## src/rtl/mc_ctrl.sv

```systemverilog
// Multi-cycle RV32I control FSM: BOOT/FETCH/DECODE/EXEC/MEM/WB over one shared memory port.
// Optional perf counters under `MC_CTRL_PERF_EN`; SEXT_op_* codes mirror defines.vh.
module mc_ctrl (
  input  logic        clk,
  input  logic        rst,
  input  logic [31:0] inst,
  input  logic        mem_ready,
  input  logic        br_taken,
  output logic        mem_req,
  output logic        mem_sel,
  output logic        mem_we,
  output logic        ir_we,
  output logic        pc_we,
  output logic        npc_sel,
  output logic [2:0]  SEXT_op,
  output logic [3:0]  alu_op,
  output logic        alu_a_sel,
  output logic        alu_b_sel,
  output logic        rf_we,
  output logic [1:0]  wd_sel,
  output logic        illegal,
  output logic [31:0] cycle_cnt,
  output logic [31:0] instret_cnt
);

  localparam logic [2:0] SEXT_op_NONE = 3'd0;
  localparam logic [2:0] SEXT_op_I    = 3'd1;
  localparam logic [2:0] SEXT_op_S    = 3'd2;
  localparam logic [2:0] SEXT_op_B    = 3'd3;
  localparam logic [2:0] SEXT_op_U    = 3'd4;
  localparam logic [2:0] SEXT_op_J    = 3'd5;

  typedef enum logic [2:0] {BOOT, FETCH, DECODE, EXEC, MEM, WB} state_t;
  typedef enum logic [3:0] {
    C_OP, C_OPIMM, C_LOAD, C_STORE, C_BRANCH, C_JAL, C_JALR, C_LUI, C_AUIPC, C_FENCE, C_ILL
  } cls_t;

  function automatic cls_t decode_cls(input logic [6:0] opc);
    case (opc)
      7'b0110011: return C_OP;
      7'b0010011: return C_OPIMM;
      7'b0000011: return C_LOAD;
      7'b0100011: return C_STORE;
      7'b1100011: return C_BRANCH;
      7'b1101111: return C_JAL;
      7'b1100111: return C_JALR;
      7'b0110111: return C_LUI;
      7'b0010111: return C_AUIPC;
      7'b0001111: return C_FENCE;
      default:    return C_ILL;
    endcase
  endfunction

  function automatic logic [2:0] sext_of(input cls_t c);
    case (c)
      C_OPIMM, C_LOAD, C_JALR: return SEXT_op_I;
      C_STORE:                 return SEXT_op_S;
      C_BRANCH:                return SEXT_op_B;
      C_LUI, C_AUIPC:          return SEXT_op_U;
      C_JAL:                   return SEXT_op_J;
      default:                 return SEXT_op_NONE;
    endcase
  endfunction

  state_t      state;
  cls_t        cls;
  cls_t        dec_cls;
  logic [2:0]  funct3;
  logic        unused_inst;

  assign dec_cls     = decode_cls(inst[6:0]);
  assign funct3      = inst[14:12];
  assign unused_inst = ^{inst[31], inst[29:15], inst[11:7]};

  always_ff @(posedge clk or posedge rst) begin
    if (rst) begin
      state <= BOOT;
      cls   <= C_ILL;
    end else begin
      case (state)
        BOOT:   state <= FETCH;
        FETCH:  if (mem_ready) state <= DECODE;
        DECODE: begin
          cls   <= dec_cls;
          state <= (dec_cls == C_ILL || dec_cls == C_FENCE) ? FETCH : EXEC;
        end
        EXEC: begin
          case (cls)
            C_BRANCH:        state <= FETCH;
            C_LOAD, C_STORE: state <= MEM;
            default:         state <= WB;
          endcase
        end
        MEM:     if (mem_ready) state <= (cls == C_STORE) ? FETCH : WB;
        WB:      state <= FETCH;
        default: state <= BOOT;
      endcase
    end
  end

  // Outputs decode from the state register only (plus inst/handshake inputs), so an
  // asynchronous reset forces BOOT and silences every output without waiting for a clock.
  always_comb begin
    mem_req   = 1'b0;
    mem_sel   = 1'b0;
    mem_we    = 1'b0;
    ir_we     = 1'b0;
    pc_we     = 1'b0;
    npc_sel   = 1'b0;
    SEXT_op   = SEXT_op_NONE;
    alu_op    = 4'b0000;
    alu_a_sel = 1'b0;
    alu_b_sel = 1'b0;
    rf_we     = 1'b0;
    wd_sel    = 2'b00;
    illegal   = 1'b0;
    if (state == EXEC || state == MEM || state == WB) begin
      SEXT_op = sext_of(cls);
      case (cls)
        C_OP:    alu_op = {inst[30], funct3};
        C_OPIMM: begin
          alu_b_sel = 1'b1;
          alu_op    = {inst[30] & (funct3 == 3'b101), funct3};
        end
        C_LOAD, C_STORE, C_JALR:   alu_b_sel = 1'b1;
        C_AUIPC, C_JAL, C_BRANCH: begin
          alu_a_sel = 1'b1;
          alu_b_sel = 1'b1;
        end
        default: ;
      endcase
    end
    case (state)
      FETCH: begin
        mem_req = 1'b1;
        ir_we   = mem_ready;
      end
      DECODE: begin
        SEXT_op = sext_of(dec_cls);
        if (dec_cls == C_ILL || dec_cls == C_FENCE) begin
          pc_we   = 1'b1;
          illegal = (dec_cls == C_ILL);
        end
      end
      EXEC: begin
        if (cls == C_BRANCH) begin
          pc_we   = 1'b1;
          npc_sel = br_taken;
        end
      end
      MEM: begin
        mem_req = 1'b1;
        mem_sel = 1'b1;
        mem_we  = (cls == C_STORE);
        pc_we   = (cls == C_STORE) & mem_ready;
      end
      WB: begin
        rf_we   = 1'b1;
        pc_we   = 1'b1;
        npc_sel = (cls == C_JAL || cls == C_JALR);
        case (cls)
          C_LOAD:         wd_sel = 2'b01;
          C_JAL, C_JALR:  wd_sel = 2'b10;
          C_LUI:          wd_sel = 2'b11;
          default:        wd_sel = 2'b00;
        endcase
      end
      default: ;
    endcase
  end

`ifdef MC_CTRL_PERF_EN
  // An instruction retires exactly on its pc_we pulse, including illegal and FENCE.
  always_ff @(posedge clk or posedge rst) begin
    if (rst) begin
      cycle_cnt   <= 32'd0;
      instret_cnt <= 32'd0;
    end else begin
      cycle_cnt <= cycle_cnt + 32'd1;
      if (pc_we) instret_cnt <= instret_cnt + 32'd1;
    end
  end
`else
  assign cycle_cnt   = 32'd0;
  assign instret_cnt = 32'd0;
`endif

endmodule

```

## config.mk

```make
export PLATFORM = sky130hd
export DESIGN_NAME = mc_ctrl
export DESIGN_NICKNAME = d
export VERILOG_FILES = /design/src/rtl/mc_ctrl.sv
export SDC_FILE = /design/constraint.sdc
export NUM_CORES = 1
export LEC_CHECK = 0
export CORE_ASPECT_RATIO = 0.5
export CORE_MARGIN = 1
export CORE_UTILIZATION = 38
export CTS_CLUSTER_SIZE = 28
export DETAILED_ROUTE_END_ITERATION = 8
export GPL_ROUTABILITY_DRIVEN = 1
export PLACE_DENSITY = 0.95
export SLEW_MARGIN = 20
export SYNTH_ARGS = -nofsm -noshare
export SYNTH_HDL_FRONTEND = slang
export SYNTH_SLANG_ARGS = --single-unit
export TNS_END_PERCENT = 5
```

## constraint.sdc

```tcl
create_clock -name clk -period 3.5 [get_ports clk]
set_clock_uncertainty 0.2 [all_clocks]
set_input_delay 0.35 -clock clk [delete_from_list [all_inputs] [get_ports clk]]
set_output_delay 0.35 -clock clk [all_outputs]
set_load 0.1 [all_outputs]
```

==> flow_summary_export.csv <==
group,metric,value,unit
detailed_routing,topRoutingLayerUsed,"met4",
synth,synth_edf_count,0,
setup_path,crit_fanout,9,
global_route,antenna_found_initial,0,
flow_run,maxCapViolations,0,
synth,ys_seq_area_share,10.8,%
sta,hold_ws,132,ps
global_route,grt_max_degree,16,
power_and_ir_drop,netSwitchingFraction,67.6,%
finish,antenna_cells,0,
setup_path,startpoint_type,"primary input",
clock_tree,cts_hold_buf,0,
synth,synth_area_per_cell,7.56,um^2
clock_tree,numClockSinks,7,
outcome,status,"finished, final reports clean",
setup_path,reg2reg_depth,4,
placement,place_congestion,0.835,
clock_tree,cts-root-buf,"clkbuf_8",
setup_path,path_class,"primary input to output pin",
sta,max_freq,305,MHz
clock_tree,post-cts-setup-buffers,0,
sta,tns,0,ps
synth,ys.flop_type,"dfrtp_1",
power_and_ir_drop,intPower,450,uW
synth,synthesis.area,1640,um^2
floorplanning,dieArea,4600,um^2
global_route,track_usage,13.3,%
finish,fin_nets,290,
setup_path,worstPathRequired,2950,ps
detailed_routing,wl_met2,1.58,mm
synth,yosysMostFrequentCell,"buf_4",
synth,postSynthCellCount,217,
sta,hold_viol,0,
clock_tree,clk-insertion-delay-late,230,ps
detailed_routing,drt_iter0_drc,106,
detailed_routing,wl,3.21,mm
clock_tree,cts_tree,"done",
floorplanning,die_w,94.9,um
synth,synth_commonest_cells,"buf_4 (66), nor2_1 (14), nand2_1 (12)",
synth,ys_async_sr_fraction,100,%
power_and_ir_drop,pwr-share-seq,15.2,%
detailed_routing,avgViaCountPerCell,4.72,
finish,stdcell_area,1800,um^2
synth,ys.warnings.count,0,
worst_hold_path,hp-class,"primary input to async pin",
global_route,gr-total-overflow,0,
detailed_routing,vias,1397,
placement,detailed_place_hpwl,2.54,mm
finish,multi_input_area,1130,um^2
sta,finalMaxSlewViolations,0,
power_and_ir_drop,pwr-share-clk,8.4,%
clock_tree,cts_made_buffers,3,
synth,synth_seq_cells,7,
sta,setup_violations,0,
detailed_routing,wl_per_cell,10.8,um
synth,synth.largest_area_cell,"buf_4",
clock_tree,cts_max_path_buffers,2,
finish,drive_gt1_share,13.6,%
global_route,grt_pass1_vias,1120,
detailed_routing,ant_nets,0,
floorplanning,rows,16,
power_and_ir_drop,combPwrFrac,76.4,%
setup_path,r2r_slack,1540,ps
sta,rsz0062_at_grt,"no",
detailed_routing,firstDrtPassIters,4,
global_route,grt_pass1_wl,4.95,mm
synth,netlist_top_cells_area,"buf_4 (30%), ha_1 (8.4%), dfrtp_1 (7.6%)",
synth,synth.top_cell.area_share,30.2,%
placement,port-buffer-count,33,
finish,syn2layout_area_growth,9.69,%
detailed_routing,wl_met3,223,um
power_and_ir_drop,switching_power,938,uW
detailed_routing,m1WireLength,1.34,mm
clock_tree,clk_pin_slew,40,ps
floorplanning,die_y,48.5,um
power_and_ir_drop,power_density,772,nW/um^2
setup_path,crit_path_start,"inst[5]",
detailed_routing,drcViolationCount,0,
power_and_ir_drop,peakVddDrop,311,uV
synth,synth_cell_types,56,
power_and_ir_drop,cellLeakagePower,0.000849,uW
setup_path,arrival,2730,ps
finish,fill_cells,391,
floorplanning,coreArea,4020,um^2
placement,placed_area,1750,um^2
floorplanning,initial_utilization,40.8,%
setup_path,r2r_start,"cls[1]",
clock_tree,h-tree-depth,1,
setup_path,worstReg2RegEnd,"state[2]",
floorplanning,ios,119,
sta,timing.final.crit_share,93.8,%
sta,period_needed,3280,ps
clock_tree,cts_resized,0,
setup_path,crit_end,"SEXT_op[0]",
setup_path,cp-end-kind,"output pin",
finish,layout.area.seq,178,um^2
critical path: stages:
cell and delay, ps:
clkdlybuf4s50_1 670, nor4bb_1 350, a31oi_1 70, o21ai_1 260, nand2_1 150, ha_1 300
nor2_1 140, a22oi_1 100, o31ai_2 110, buf_12 220
worst min-delay path by stage:
stage	end	depth (start not counted)
after floorplan	cls[0]	1
after global placement	cls[1]	2
after detailed placement	cls[1]	2
after CTS	state[2]	2
after global routing	state[2]	2
final	state[2]	2
cells by family (layout without fill, tap and decap cells):
group,after synthesis,count (layout),synth area share [%]
AOI/OAI and AO/OA,46,46,19.5
and+or+nand+nor,64,64,22.8
buffers and inverters,82,44,34.8
muxes,3,3,1.83
other,1,64,0.229
xor gates and xnor gates,3,3,1.60
DFF,7,7,10.8
adders and majority gates,11,11,8.39
metal layers:
metal | vias up | global-route usage, %
li1 | 677 | -
met1 | 629 | 16.5
met2 | 81 | 23.1
met3 | 10 | 1.89
met4 | 0 | 5.56
met5 | - | 0
power by group through the flow:
| stage | Clock, uW | Combinational (uW) | Sequential, uW |
|---|---|---|---|
| after floorplan | 0 | 1000 | 146 |
| after global routing | 120 | 1110 | 224 |
| after CTS | 116 | 1060 | 210 |
| final | 117 | 1060 | 212 |
| after global placement | 0 | 1040 | 206 |
| after detailed placement | 0 | 1050 | 211 |
final cells by class:
cell class | instances | share of cell area [%]
Multi-Input combinational cell | 191 | 63.0
Timing Repair Buffer | 34 | 19.6
Sequential cell | 7 | 9.87
Tap cell | 54 | 3.76
Clock buffer | 4 | 2.50
Inverter | 6 | 1.25
sequential cells by signal (all words and copies together), names as in the netlist:
register  cells
cls           4
state         3
layout by cell type (no fill, tap or decap), drive strengths merged, types with 4 or more instances in the layout:
master and n:
buf 20, ha 11, and2 6, dfrtp 5, nor3 5, a31oi 4, a21oi 8, nand2b 4
o21ai 11, inv 6, clkbuf 4, conb 64, nor2 14, nand3b 4, clkdlybuf4s50 14, nand2 12
through the flow:
stage | total power (uW) | std cells | util, % | setup WS, ps
after floorplan | 1150 | 280 | - | -594
after global placement | 1240 | 292 | 43.6 | 315
after detailed placement | 1260 | 292 | 43.6 | 273
after CTS | 1380 | 296 | 44.7 | 263
after global routing | 1450 | 296 | 44.7 | 25.0
final | 1390 | 296 | 44.7 | 217
No activity file was read; power rests on OpenSTA's default activity.
